[src/rtl/ram_port_arbiter.sv]
// ram_port_arbiter: one-access-per-cycle arbiter sharing a single-port
// synchronous RAM between the CPU core and the host loader port.
//
// Ports:
//   clk, rst           clock, synchronous active-high reset
//   cpu_*              CPU request/grant/read-return channel
//   host_*             host loader request/grant/read-return channel
//   host_lock          host asks for exclusive ownership of the RAM
//   locked             high while the host owns the RAM (CPU stalls)
//   ram_*              steering to the RAM; ram_q valid one cycle after rden
module ram_port_arbiter #(
  parameter int AW           = 8,
  parameter int DW           = 8,
  parameter int STARVE_LIMIT = 4
) (
  input  logic          clk,
  input  logic          rst,

  input  logic          cpu_req,
  input  logic          cpu_we,
  input  logic [AW-1:0] cpu_addr,
  input  logic [DW-1:0] cpu_wdata,
  output logic          cpu_gnt,
  output logic          cpu_rvalid,
  output logic [DW-1:0] cpu_rdata,

  input  logic          host_req,
  input  logic          host_we,
  input  logic [AW-1:0] host_addr,
  input  logic [DW-1:0] host_wdata,
  input  logic          host_lock,
  output logic          host_gnt,
  output logic          host_rvalid,
  output logic [DW-1:0] host_rdata,

  output logic          locked,

  output logic [AW-1:0] ram_addr,
  output logic [DW-1:0] ram_wdata,
  output logic          ram_rden,
  output logic          ram_wren,
  input  logic [DW-1:0] ram_q
);

  typedef enum logic [1:0] {
    NORMAL    = 2'd0,
    LOCK_PEND = 2'd1,
    LOCKED    = 2'd2
  } state_t;

  localparam int CW = 4;
  localparam logic [CW-1:0] LIMIT = CW'(STARVE_LIMIT);

  state_t          state_q, state_d;
  logic [CW-1:0]   starve_q, starve_d;
  logic            cpu_rd_q, cpu_rd_d;
  logic            host_rd_q, host_rd_d;
  logic [DW-1:0]   cpu_rdata_q, cpu_rdata_d;
  logic [DW-1:0]   host_rdata_q, host_rdata_d;
  logic            host_win;
  logic            starved;

  assign starved = (starve_q == LIMIT);

  // Grant selection and lock FSM next state.
  always_comb begin
    state_d  = state_q;
    cpu_gnt  = 1'b0;
    host_gnt = 1'b0;
    host_win = 1'b0;
    if (!rst) begin
      unique case (state_q)
        NORMAL: begin
          // CPU has priority until the host has waited STARVE_LIMIT
          // cycles in a row; then the host is forced through once.
          host_win = host_req & (~cpu_req | starved);
          cpu_gnt  = cpu_req & ~host_win;
          host_gnt = host_win;
          if (host_lock) begin
            state_d = LOCK_PEND;
          end
        end
        LOCK_PEND: begin
          // Dead cycle: lets a CPU read granted last cycle return
          // before the host takes the RAM.
          state_d = LOCKED;
        end
        LOCKED: begin
          host_gnt = host_req;
          if (!host_lock) begin
            state_d = NORMAL;
          end
        end
        default: begin
          state_d = NORMAL;
        end
      endcase
    end
  end

  // Host starvation counter, only meaningful while arbitrating.
  always_comb begin
    starve_d = '0;
    if (state_q == NORMAL && host_req && !host_gnt) begin
      if (starved) begin
        starve_d = starve_q;
      end else begin
        starve_d = starve_q + CW'(1);
      end
    end
  end

  // RAM steering; idle bus is driven to zero.
  always_comb begin
    ram_addr  = '0;
    ram_wdata = '0;
    ram_rden  = 1'b0;
    ram_wren  = 1'b0;
    if (cpu_gnt) begin
      ram_addr  = cpu_addr;
      ram_wdata = cpu_wdata;
      ram_rden  = ~cpu_we;
      ram_wren  = cpu_we;
    end else if (host_gnt) begin
      ram_addr  = host_addr;
      ram_wdata = host_wdata;
      ram_rden  = ~host_we;
      ram_wren  = host_we;
    end
  end

  // Owner tags for the read in flight and held read data.
  always_comb begin
    cpu_rd_d     = cpu_gnt & ~cpu_we;
    host_rd_d    = host_gnt & ~host_we;
    cpu_rdata_d  = cpu_rdata_q;
    host_rdata_d = host_rdata_q;
    if (cpu_rd_q) begin
      cpu_rdata_d = ram_q;
    end
    if (host_rd_q) begin
      host_rdata_d = ram_q;
    end
  end

  always_ff @(posedge clk) begin
    if (rst) begin
      state_q      <= NORMAL;
      starve_q     <= '0;
      cpu_rd_q     <= 1'b0;
      host_rd_q    <= 1'b0;
      cpu_rdata_q  <= '0;
      host_rdata_q <= '0;
    end else begin
      state_q      <= state_d;
      starve_q     <= starve_d;
      cpu_rd_q     <= cpu_rd_d;
      host_rd_q    <= host_rd_d;
      cpu_rdata_q  <= cpu_rdata_d;
      host_rdata_q <= host_rdata_d;
    end
  end

  // Returning data is presented straight from the RAM in the
  // result cycle, then held until the next result for that side.
  assign cpu_rvalid  = cpu_rd_q;
  assign host_rvalid = host_rd_q;
  assign cpu_rdata   = cpu_rd_q  ? ram_q : cpu_rdata_q;
  assign host_rdata  = host_rd_q ? ram_q : host_rdata_q;
  assign locked      = (state_q == LOCKED);

endmodule

[config.mk]
export PLATFORM = sky130hd
export DESIGN_NAME = ram_port_arbiter
export DESIGN_NICKNAME = d
export VERILOG_FILES = /design/src/rtl/ram_port_arbiter.sv
export SDC_FILE = /design/constraint.sdc
export NUM_CORES = 1
export LEC_CHECK = 0
export ABC_AREA = 0
export ABC_CLOCK_PERIOD_IN_PS = 4350
export BUFFER_PORTS_ARGS = -buffer_cell sky130_fd_sc_hd__buf_2
export CORE_AREA = 2 2 46 70
export DETAILED_ROUTE_END_ITERATION = 10
export DIE_AREA = 0 0 48 72
export HOLD_SLACK_MARGIN = 0.15
export PLACE_DENSITY = 0.81
export SYNTH_ARGS = -nofsm -noshare
export SYNTH_HDL_FRONTEND = slang
export SYNTH_SLANG_ARGS = --single-unit
[constraint.sdc]
create_clock -name clk -period 4.35 [get_ports clk]
set_clock_uncertainty 0.1 [all_clocks]
set_input_delay 0.435 -clock clk [delete_from_list [all_inputs] [get_ports clk]]
set_output_delay 0.435 -clock clk [all_outputs]
set_load 0.01 [all_outputs]
==> results by group, run 1 <==
Die
  – Number of placed I/O pins: 86
  – Die width: 48 um
  – Vert. Die Dim: 72 um
  – Die footprint: 3460 sq um
  – Floorplan Core Area: 2850 sq um
  – Standard-cell row count: 24
  – Initial Utilization: 0.414

Synthesis
  – Area share of the largest cell type after synthesis: 0.407
  – Post-synth cell types: 20
  – Proportion of synthesized chip area in sequential cells: 0.407
  – Number of synthesized register bits: 24
  – Synth area leaders: sky130_fd_sc_hd__dfxtp_1, sky130_fd_sc_hd__mux2_2, sky130_fd_sc_hd__a22o_1
  – Post-synth top area cell: sky130_fd_sc_hd__dfxtp_1
  – Summed instance area of the synthesized netlist: 1180 sq um
  – Average size of a mapped cell: 10.7 sq um
  – Mapped Cells: 110
  – Syn_nets: 159
  – Synthesis warning total: 0

Detailed routing
  – Count of TritonRoute iterations in the first routing pass: 4
  – Vias per std cell: 4.77
  – Via Count: 1102
  – DRC viols: 0
  – Number of nets with antenna violations after detailed routing: 0
  – Violation count after the first detailed-routing iteration: 23
  – DRT Wirelength: 2.86 mm
  – Wire length per cell: 12.4 um

Timing
  – Crit share post-route: 0.643
  – Max frequency: 358 MHz
  – Setup Total Neg Slack: 0 ps
  – Transition time at the pin with the least slew margin: 977 ps
  – Max-slew violation count: 0
  – Shortest period the worst path allows: 2800 ps
  – Final-report hold violation count: 0
  – Worst max-slew margin expressed relative to the limit: 0.349
  – Setup repair after global routing missed its margin: no
  – Number of setup violations in the final report: 0

CTS
  – Clk pin slew, worst setup/hold paths: 80 ps
  – CTS Root Cell: sky130_fd_sc_hd__clkbuf_8
  – Total clock sinks: 24
  – Bufs on Longest Clock Path: 2
  – TritonCTS clock tree: done
  – H-Tree Depth: 1
  – Number of buffers inserted during clock tree synthesis: 3
  – Worst-skew pair later-pin latency: 260 ps
  – Setup fix buffers added after clock tree synthesis: 0
  – Cts repair resizes: 0
  – Hold-fix buffers, CTS: 0

Worst setup path
  – Classification of the worst setup path: reg2out
  – Required time of the critical path: 3820 ps
  – Critical Path Start Type: flip-flop
  – Worst reg2reg startpoint: starve_q[0]
  – Critical path data arrival time: 2260 ps
  – Endpoint class of the critical path: primary output
  – Worst reg2reg path depth: 5
  – Worst setup path startpoint: starve_q[0]
  – Critical path fanouts, max: 20

Placed design
  – Global placement routability congestion: 0.760
  – Count of port buffers added during placement: 85
  – Detailed placer's ending HPWL: 2.31 mm
  – Number of cells after detailed placement: 227

Power
  – Leakage power summed over all cells: 0.897 nW
  – Power per Cell Area: 281 nW/um^2
  – Peak supply drop: 0.000191 V

GRT
  – Number of global-route vias before repair: 1040
  – Overall overflow remaining after global route: 0
  – Largest net degree at the start of global routing: 21
  – Global router's overall resource usage: 0.165
  – Initial antenna violation count: 0
  – First-pass GRT wire length: 4.21 mm

Finish
  – Number of standard cells in the layout, taps in and fillers out: 231
  – Final-layout fill cell count: 271
  – Area grow syn2layout: 40.9%
  – Storage cell area: 480 sq um
  – Proportion of layout cells with a drive suffix above 1: 0.563
  – Total area of multi-input combinational cells: 636 sq um
  – Number of antenna cells inserted: 0
  – Number of nets in the layout: 242

Run
  – Max-cap viol count: 0

Min path
  – Start point of the worst hold path: host_lock
  – Path type of the worst min-delay path: in2reg
  – Number of instances on the worst hold path: 2

Outcome
  – Result of the run: complete, no violations
==> final timing paths <==
kind | to | slack [ps]
worst max-delay path | ram_wdata[2] | 1550
worst min-delay path | state_q[0] | 290
worst max register to register | host_rvalid | 2350
worst min register to register | starve_q[0] | 370
==> cell usage after synthesis <==
cell                        number
sky130_fd_sc_hd__a2111oi_4       1
sky130_fd_sc_hd__a21oi_1         1
sky130_fd_sc_hd__a22o_1         18
sky130_fd_sc_hd__and2_1          3
sky130_fd_sc_hd__buf_2           4
sky130_fd_sc_hd__buf_6           2
sky130_fd_sc_hd__clkbuf_1        1
sky130_fd_sc_hd__dfxtp_1        24
sky130_fd_sc_hd__ha_1            2
sky130_fd_sc_hd__inv_1           5
sky130_fd_sc_hd__mux2_2         16
sky130_fd_sc_hd__mux2i_1         2
sky130_fd_sc_hd__nand3_1         1
sky130_fd_sc_hd__nand3b_4        1
sky130_fd_sc_hd__nand4_1         1
sky130_fd_sc_hd__nor2_1          6
sky130_fd_sc_hd__nor2b_1        19
sky130_fd_sc_hd__nor3_2          1
sky130_fd_sc_hd__o211a_1         1
sky130_fd_sc_hd__xnor2_1         1
==> registers in the layout, indices dropped and copies added, names as in the netlist <==
signal / flops
host_rdata_q: 8
state_q: 2
cpu_rvalid: 1
cpu_rdata_q: 8
starve_q: 4
host_rvalid: 1
==> per-stage QoR <==
step	area, sq um	power, mW	worst slack, ps	hold WS (ps)	utilization
2_1_floorplan	1180	0.285	2440	330	-
3_3_place_gp	1610	0.327	1830	350	0.564
3_5_place_dp	1610	0.328	1830	354	0.564
4_1_cts	1660	0.474	1560	283	0.583
5_1_grt	1660	0.492	1390	299	0.583
6_report	1660	0.467	1550	289	0.583
==> layer usage <==
layer / up-vias / GRT usage / part of all wire
met5: - / 0 / 0
met4: 0 / 0.0691 / 0.013
met3: 4 / 0.0224 / 0.079
met2: 60 / 0.305 / 0.53
met1: 487 / 0.172 / 0.38
li1: 551 / - / -
==> power breakdown <==
part	switching [mW]	internal [mW]
sequential	0.00502	0.226
combinational	0.0430	0.0488
clock	0.0641	0.0806
==> worst max-delay path, cell delays in order (launching register included) <==
cell and delay [ps]:
sky130_fd_sc_hd__dfxtp_1 340, sky130_fd_sc_hd__inv_1 60, sky130_fd_sc_hd__ha_1 210, sky130_fd_sc_hd__nand3b_4 130, sky130_fd_sc_hd__a2111oi_4 870, sky130_fd_sc_hd__a22o_1 250, sky130_fd_sc_hd__buf_2 140
==> kinds of logic after synthesis <==
kind of cell	share of synthesized area
AOI/OAI and AO/OA	0.169
adders and majority gates	0.0212
DFF	0.407
and+or+nand+nor	0.171
xor gates and xnor gates	0.00742
buffers and inverters	0.0551
muxes	0.169
==> cell type report <==
type                    count  share of cell area
clock buffers               4              0.0331
inverters                   5              0.0113
repair buffers             85               0.256
well taps                  39              0.0293
multi-input cells          74               0.382
flip-flops and latches     24               0.289
==> placed cells by master (no fill, tap or decap), drive strengths merged <==
cell | Yosys | final
a2111oi | 1 | 1
a21oi | 1 | 1
a22o | 18 | 18
and2 | 3 | 3
buf | 6 | 85
clkbuf | 1 | 4
dfxtp | 24 | 24
ha | 2 | 2
inv | 5 | 5
mux2 | 16 | 16
mux2i | 2 | 2
nand3 | 1 | 1
nand3b | 1 | 1
nand4 | 1 | 1
nor2 | 6 | 6
nor2b | 19 | 19
nor3 | 1 | 1
o211a | 1 | 1
xnor2 | 1 | 1
Power figures use the tool's default switching activity.
==> inputs of run 2 (changes only) <==
ABC_CLOCK_PERIOD_IN_PS = 2300   (was 4350)
CORE_AREA = 2 2 50 76   (was 2 2 46 70)
DIE_AREA = 0 0 52 78   (was 0 0 48 72)
PLACE_DENSITY = 0.73   (was 0.81)
clock period = 2.3 ns   (was 4.35 ns; I/O delays follow)
==> results by group, run 2 (same netlist as run 1, synthesis figures left out) <==
Timing
  – Max-slew violation count: 0 (unchanged)
  – Crit share post-route: 0.933
  – Max frequency: 466 MHz
  – Setup Total Neg Slack: 0 ps (unchanged)
  – Transition time at the pin with the least slew margin: 443 ps (-533 ps)
  – Worst max-slew margin expressed relative to the limit: 0.704 (+0.355)
  – Number of setup violations in the final report: 0 (unchanged)
  – Final worst slack: 155 ps (-1400 ps)
  – Setup repair after global routing missed its margin: no
  – Final-report hold violation count: 0 (unchanged)
  – Shortest period the worst path allows: 2140 ps

Min path
  – Hold Path Sink: host_rvalid
  – Number of instances on the worst hold path: 3 (+1)
  – Path type of the worst min-delay path: in2reg
  – Start point of the worst hold path: host_we

Run
  – Max-cap viol count: 0 (unchanged)

Finish
  – Final core area utilization: 0.509 (-0.0740)
  – Final-layout fill cell count: 337 (+24%)
  – Number of antenna cells inserted: 0 (unchanged)
  – Area grow syn2layout: 44.5%
  – Commonest non-fill, non-tap cell in the layout: sky130_fd_sc_hd__buf_2
  – Summed area of non-filler cells in the final layout: 1710 sq um (+2.6%)
  – Proportion of layout cells with a drive suffix above 1: 0.574 (+0.0119)
  – Number of nets in the layout: 245 (+1.2%)
  – Commonest cells after routing, fill and taps aside: sky130_fd_sc_hd__buf_2, sky130_fd_sc_hd__dfxtp_1, sky130_fd_sc_hd__nor2b_1, sky130_fd_sc_hd__a22o_1, sky130_fd_sc_hd__mux2_2
  – Largest registers ranked by flip-flop count: cpu_rdata_q x8, host_rdata_q x8, starve_q x4

CTS
  – Total clock sinks: 24 (unchanged)
  – Bufs on Longest Clock Path: 2 (unchanged)
  – CTS Root Cell: sky130_fd_sc_hd__clkbuf_8
  – Worst-skew pair later-pin latency: 260 ps (about the same)
  – Number of buffers inserted during clock tree synthesis: 3 (unchanged)
  – H-Tree Depth: 1 (unchanged)
  – Clk pin slew, worst setup/hold paths: 90 ps (about the same)
  – TritonCTS clock tree: done

Die
  – Floorplan Core Area: 3350 sq um (+17%)
  – Standard-cell row count: 26 (+8.3%)
  – Die footprint: 4060 sq um (+17%)
  – Initial Utilization: 0.353 (-0.0615)
  – Number of placed I/O pins: 86 (unchanged)
  – Die width: 52 um (+8.3%)
  – Vert. Die Dim: 78 um (+8.3%)

Detailed routing
  – Number of nets with antenna violations after detailed routing: 0 (unchanged)
  – Wire length per cell: 12.9 um (+4.0%)
  – Vias per std cell: 4.86 (+1.8%)
  – Violation count after the first detailed-routing iteration: 7 (-70%)
  – Via Count: 1151 (+4.4%)
  – DRT Wirelength: 3.05 mm (+6.7%)
  – DRC viols: 0 (unchanged)
  – Count of TritonRoute iterations in the first routing pass: 3 (-1)

GRT
  – Initial antenna violation count: 0 (unchanged)
  – Number of global-route vias before repair: 1082 (+4.0%)
  – Overall overflow remaining after global route: 0 (unchanged)
  – Global router's overall resource usage: 0.155 (-0.0110)
  – First-pass GRT wire length: 4.64 mm (+10%)
  – Largest net degree at the start of global routing: 21 (unchanged)

Power
  – Leakage power summed over all cells: 0.906 nW (+0.99%)
  – Post-layout total power: 899 uW (+92%)
  – Power per Cell Area: 526 nW/um^2 (+88%)
  – Peak supply drop: 0.000221 V (+16%)

Worst setup path
  – R2R setup slack: 730 ps (-1620 ps)
  – Endpoint class of the critical path: primary output
  – Critical path fanouts, max: 20 (unchanged)
  – Critical path data arrival time: 1810 ps (-450 ps)
  – Worst reg2reg path depth: 6 (+1)
  – Classification of the worst setup path: reg2out
  – Required time of the critical path: 1970 ps (-1850 ps)
  – Crit Reg-Reg Endpoint: host_rvalid
  – Worst reg2reg startpoint: starve_q[1]
  – Critical Path Start Type: flip-flop

Placed design
  – Global placement routability congestion: 0.815 (+7.2%)
  – Area after detailed placement: 1630 sq um (+1.2%)
  – Count of port buffers added during placement: 85 (unchanged)
  – Detailed placer's ending HPWL: 2.45 mm (+6.0%)
  – Pre-CTS setup slack: 301 ps (-1530 ps)

Outcome
  – Result of the run: complete, no violations
## run 2: per-stage QoR
step,cells,hold WS (ps)
after global placement,232,349
after detailed placement,232,354
after CTS,237,152
final,237,165
after floorplan,110,202
after global routing,237,155
## run 2: critical path, stage by stage (launching register included)
cell,delay (ps)
sky130_fd_sc_hd__dfxtp_1,350
sky130_fd_sc_hd__inv_1,60
sky130_fd_sc_hd__ha_2,190
sky130_fd_sc_hd__nand3b_4,120
sky130_fd_sc_hd__a2111oi_4,320
sky130_fd_sc_hd__buf_6,230
sky130_fd_sc_hd__a22o_1,150
sky130_fd_sc_hd__buf_2,130
## run 2: timing repair
action | 4_1_cts | 5_1_grt
endpoints found under the hold margin | 2 | 0
setup buffers | 0 | 0
hold buffers | 1 | 0
gates resized for setup | 1 | 3
endpoints found under the setup margin | 1 | 8
pin swaps | 0 | 0
## run 2: where the power goes
| part | switching (mW) | leakage, nW | internal (mW) |
|---|---|---|---|
| Clock | 0.127 | 0.0288 | 0.153 |
| Sequential | 0.00964 | 0.195 | 0.427 |
| Combinational | 0.0849 | 0.682 | 0.0976 |
## run 2: worst max-delay path by stage
stage,from,endpoint,slack (ps),depth (start not counted)
3_5_place_dp,starve_q[0],ram_wren,300,6
5_1_grt,starve_q[0],ram_wdata[7],10,7
3_3_place_gp,starve_q[0],ram_wren,330,6
6_report,starve_q[1],ram_addr[1],160,7
2_1_floorplan,starve_q[0],ram_addr[0],600,6
4_1_cts,starve_q[0],ram_wren,100,7
## run 2: cell type report
class	count	area [sq um]	area share
multi-input cells	74	646	0.378
flip-flops and latches	24	480	0.282
repair buffers	88	454	0.266
clock buffers	4	55.1	0.0323
well taps	42	52.6	0.0308
inverters	5	18.8	0.0110
## run 2: metal layers
metal  share of wire  wire length, um  track usage
met3            0.10              311       0.0327
met1            0.37             1140        0.155
met2            0.50             1520        0.281
met4           0.025               77       0.0842
met5               0                0            0
==> inputs of run 3 (changes only) <==
BUFFER_PORTS_ARGS = -buffer_cell sky130_fd_sc_hd__buf_4   (was -buffer_cell sky130_fd_sc_hd__buf_2)
==> results by group, run 3 (same netlist as run 1, synthesis figures left out) <==
Outcome
  – Result of the run: complete, no violations

Detailed routing
  – Count of TritonRoute iterations in the first routing pass: 3 (unchanged)
  – Via Count: 1172 (+1.8%)
  – Wire length per cell: 13.5 um (+4.7%)
  – DRT Wirelength: 3.20 mm (+5.1%)
  – Vias per std cell: 4.92 (+1.4%)
  – DRC viols: 0 (unchanged)
  – Violation count after the first detailed-routing iteration: 7 (unchanged)
  – Number of nets with antenna violations after detailed routing: 0 (unchanged)

Timing
  – Crit share post-route: 0.947 (+0.0148)
  – Final-report hold violation count: 0 (unchanged)
  – Setup repair after global routing missed its margin: yes
  – Max-slew violation count: 0 (unchanged)
  – Shortest period the worst path allows: 2180 ps (+34.0 ps)
  – Setup Total Neg Slack: 0 ps (unchanged)
  – Transition time at the pin with the least slew margin: 434 ps (-9.11 ps)
  – Final worst slack: 121 ps (-34.0 ps)
  – Worst max-slew margin expressed relative to the limit: 0.710 (+0.00608)
  – Number of setup violations in the final report: 0 (unchanged)
  – Max frequency: 459 MHz (-1.6%)
  – Worst hold slack after final layout: 160 ps (-5.49 ps)

CTS
  – Clk pin slew, worst setup/hold paths: 80 ps (about the same)
  – CTS Root Cell: sky130_fd_sc_hd__clkbuf_8
  – Setup fix buffers added after clock tree synthesis: 0 (unchanged)
  – H-Tree Depth: 1 (unchanged)
  – Total clock sinks: 24 (unchanged)
  – TritonCTS clock tree: done
  – Worst-skew pair later-pin latency: 260 ps (about the same)
  – Number of buffers inserted during clock tree synthesis: 3 (unchanged)
  – Bufs on Longest Clock Path: 2 (unchanged)

Finish
  – Final core area utilization: 0.571 (+0.0616)
  – Commonest non-fill, non-tap cell in the layout: sky130_fd_sc_hd__buf_4
  – Number of antenna cells inserted: 0 (unchanged)
  – Summed area of non-filler cells in the final layout: 1910 sq um (+12%)
  – Commonest cells after routing, fill and taps aside: sky130_fd_sc_hd__buf_4, sky130_fd_sc_hd__dfxtp_1, sky130_fd_sc_hd__nor2b_1, sky130_fd_sc_hd__a22o_1, sky130_fd_sc_hd__mux2_2
  – Number of standard cells in the layout, taps in and fillers out: 238 (+0.42%)
  – Number of nets in the layout: 246 (+0.41%)
  – Largest registers ranked by flip-flop count: cpu_rdata_q x8, host_rdata_q x8, starve_q x4
  – Proportion of layout cells with a drive suffix above 1: 0.566 (-0.00803)
  – Area grow syn2layout: 62.0%

Worst setup path
  – Critical path fanouts, max: 12 (-40%)
  – Endpoint class of the critical path: primary output
  – Required time of the critical path: 1970 ps (about the same)
  – Worst reg2reg startpoint: starve_q[0]
  – Slowest cell delay on critical path: 340 ps (about the same)
  – R2R setup slack: 710 ps (-20 ps)
  – Worst reg2reg path depth: 6 (unchanged)
  – Slowest-stage cell, CP: sky130_fd_sc_hd__dfxtp_1
  – Critical path data arrival time: 1850 ps (+40 ps)
  – Classification of the worst setup path: reg2out
  – Cells along the critical path: inv_1 > ha_1 > nand3b_4 > a2111oi_4 > buf_4 > a22o_1 > buf_4
  – Crit Reg-Reg Endpoint: host_rvalid
  – Worst path most repeated cell: sky130_fd_sc_hd__buf_4
  – Critical Path Start Type: flip-flop

Min path
  – Number of instances on the worst hold path: 3 (unchanged)
  – Start point of the worst hold path: cpu_we
  – Hold Path Sink: cpu_rvalid
  – Path type of the worst min-delay path: in2reg

GRT
  – Number of global-route vias before repair: 1191 (+10%)
  – Overall overflow remaining after global route: 0 (unchanged)
  – Global router's overall resource usage: 0.164 (+0.00956)
  – Layer with the highest usage after global routing: met2
  – Largest net degree at the start of global routing: 21 (unchanged)
  – First-pass GRT wire length: 5.11 mm (+10%)
  – Initial antenna violation count: 0 (unchanged)
  – Met1 Track Usage GR: 0.163 (+0.00812)
  – Met3 layer usage reported by global route: 0.0346 (+0.00192)
  – GRT met2 Usage: 0.315 (+0.0342)

Power
  – Peak supply drop: 0.000263 V (+19%)
  – Leakage power summed over all cells: 0.960 nW (+6.0%)
  – Power per Cell Area: 493 nW/um^2 (-6.4%)
  – Post-layout total power: 943 uW (+4.9%)

Die
  – Number of placed I/O pins: 86 (unchanged)
  – Vert. Die Dim: 78 um (unchanged)
  – Floorplan Core Area: 3350 sq um (unchanged)
  – Standard-cell row count: 26 (unchanged)
  – Die width: 52 um (unchanged)
  – Die footprint: 4060 sq um (unchanged)
  – Initial Utilization: 0.353 (unchanged)

Placed design
  – Number of cells after detailed placement: 233 (+0.43%)
  – Pre-CTS setup slack: 399 ps (+98.9 ps)
  – Count of port buffers added during placement: 85 (unchanged)
  – Global placement routability congestion: 0.798 (-2.0%)
  – Detailed placer's ending HPWL: 2.68 mm (+9.4%)
  – Area after detailed placement: 1850 sq um (+14%)

Run
  – Max-cap viol count: 0 (unchanged)
-- run 3: worst max-delay path: cells and delay by family, from the launching register on --
kind	cells	cell delay (ps)
flip-flops	1	340
buffers and inverters	3	430
AND/OR/NAND/NOR	1	130
AO/OA/AOI/OAI	2	480
adder cells (fa/ha/maj)	1	200
-- run 3: cell type report --
type | count | area (sq um)
fillers | 285 | 1440
repair buffers | 89 | 671
well taps | 42 | 52.6
multi-input cells | 74 | 636
flip-flops and latches | 24 | 480
clock buffers | 4 | 55.1
inverters | 5 | 18.8
-- run 3: worst max path at each step --
stage | startpoint | endpoint | slack [ps] | cells after the start
after floorplan | starve_q[0] | ram_addr[0] | 600 | 6
after global placement | starve_q[0] | ram_wdata[4] | 470 | 7
after detailed placement | starve_q[0] | ram_wdata[7] | 400 | 7
after CTS | starve_q[0] | ram_wdata[7] | 100 | 7
after global routing | starve_q[1] | ram_wdata[7] | -8 | 7
final | starve_q[0] | ram_wdata[7] | 120 | 7
-- run 3: per-layer routing --
layer,wire length (um),vias up,part of all wire
met5,0,-,0
met4,38,0,0.012
met3,316,4,0.099
met2,1710,81,0.53
met1,1140,532,0.36
li1,-,555,-
-- run 3: repair_timing --
action                                 CTS  global route
endpoints found under the hold margin    2             0
hold buffers                             1             0
setup endpoints to repair                0             1
resized for setup                        0             0
-- run 3: where the power goes --
| part | internal, mW | switching (mW) | total, mW |
|---|---|---|---|
| combinational | 0.138 | 0.0868 | 0.225 |
| clock | 0.153 | 0.128 | 0.281 |
| sequential | 0.427 | 0.0100 | 0.437 |
| total | 0.717 | 0.225 | 0.943 |
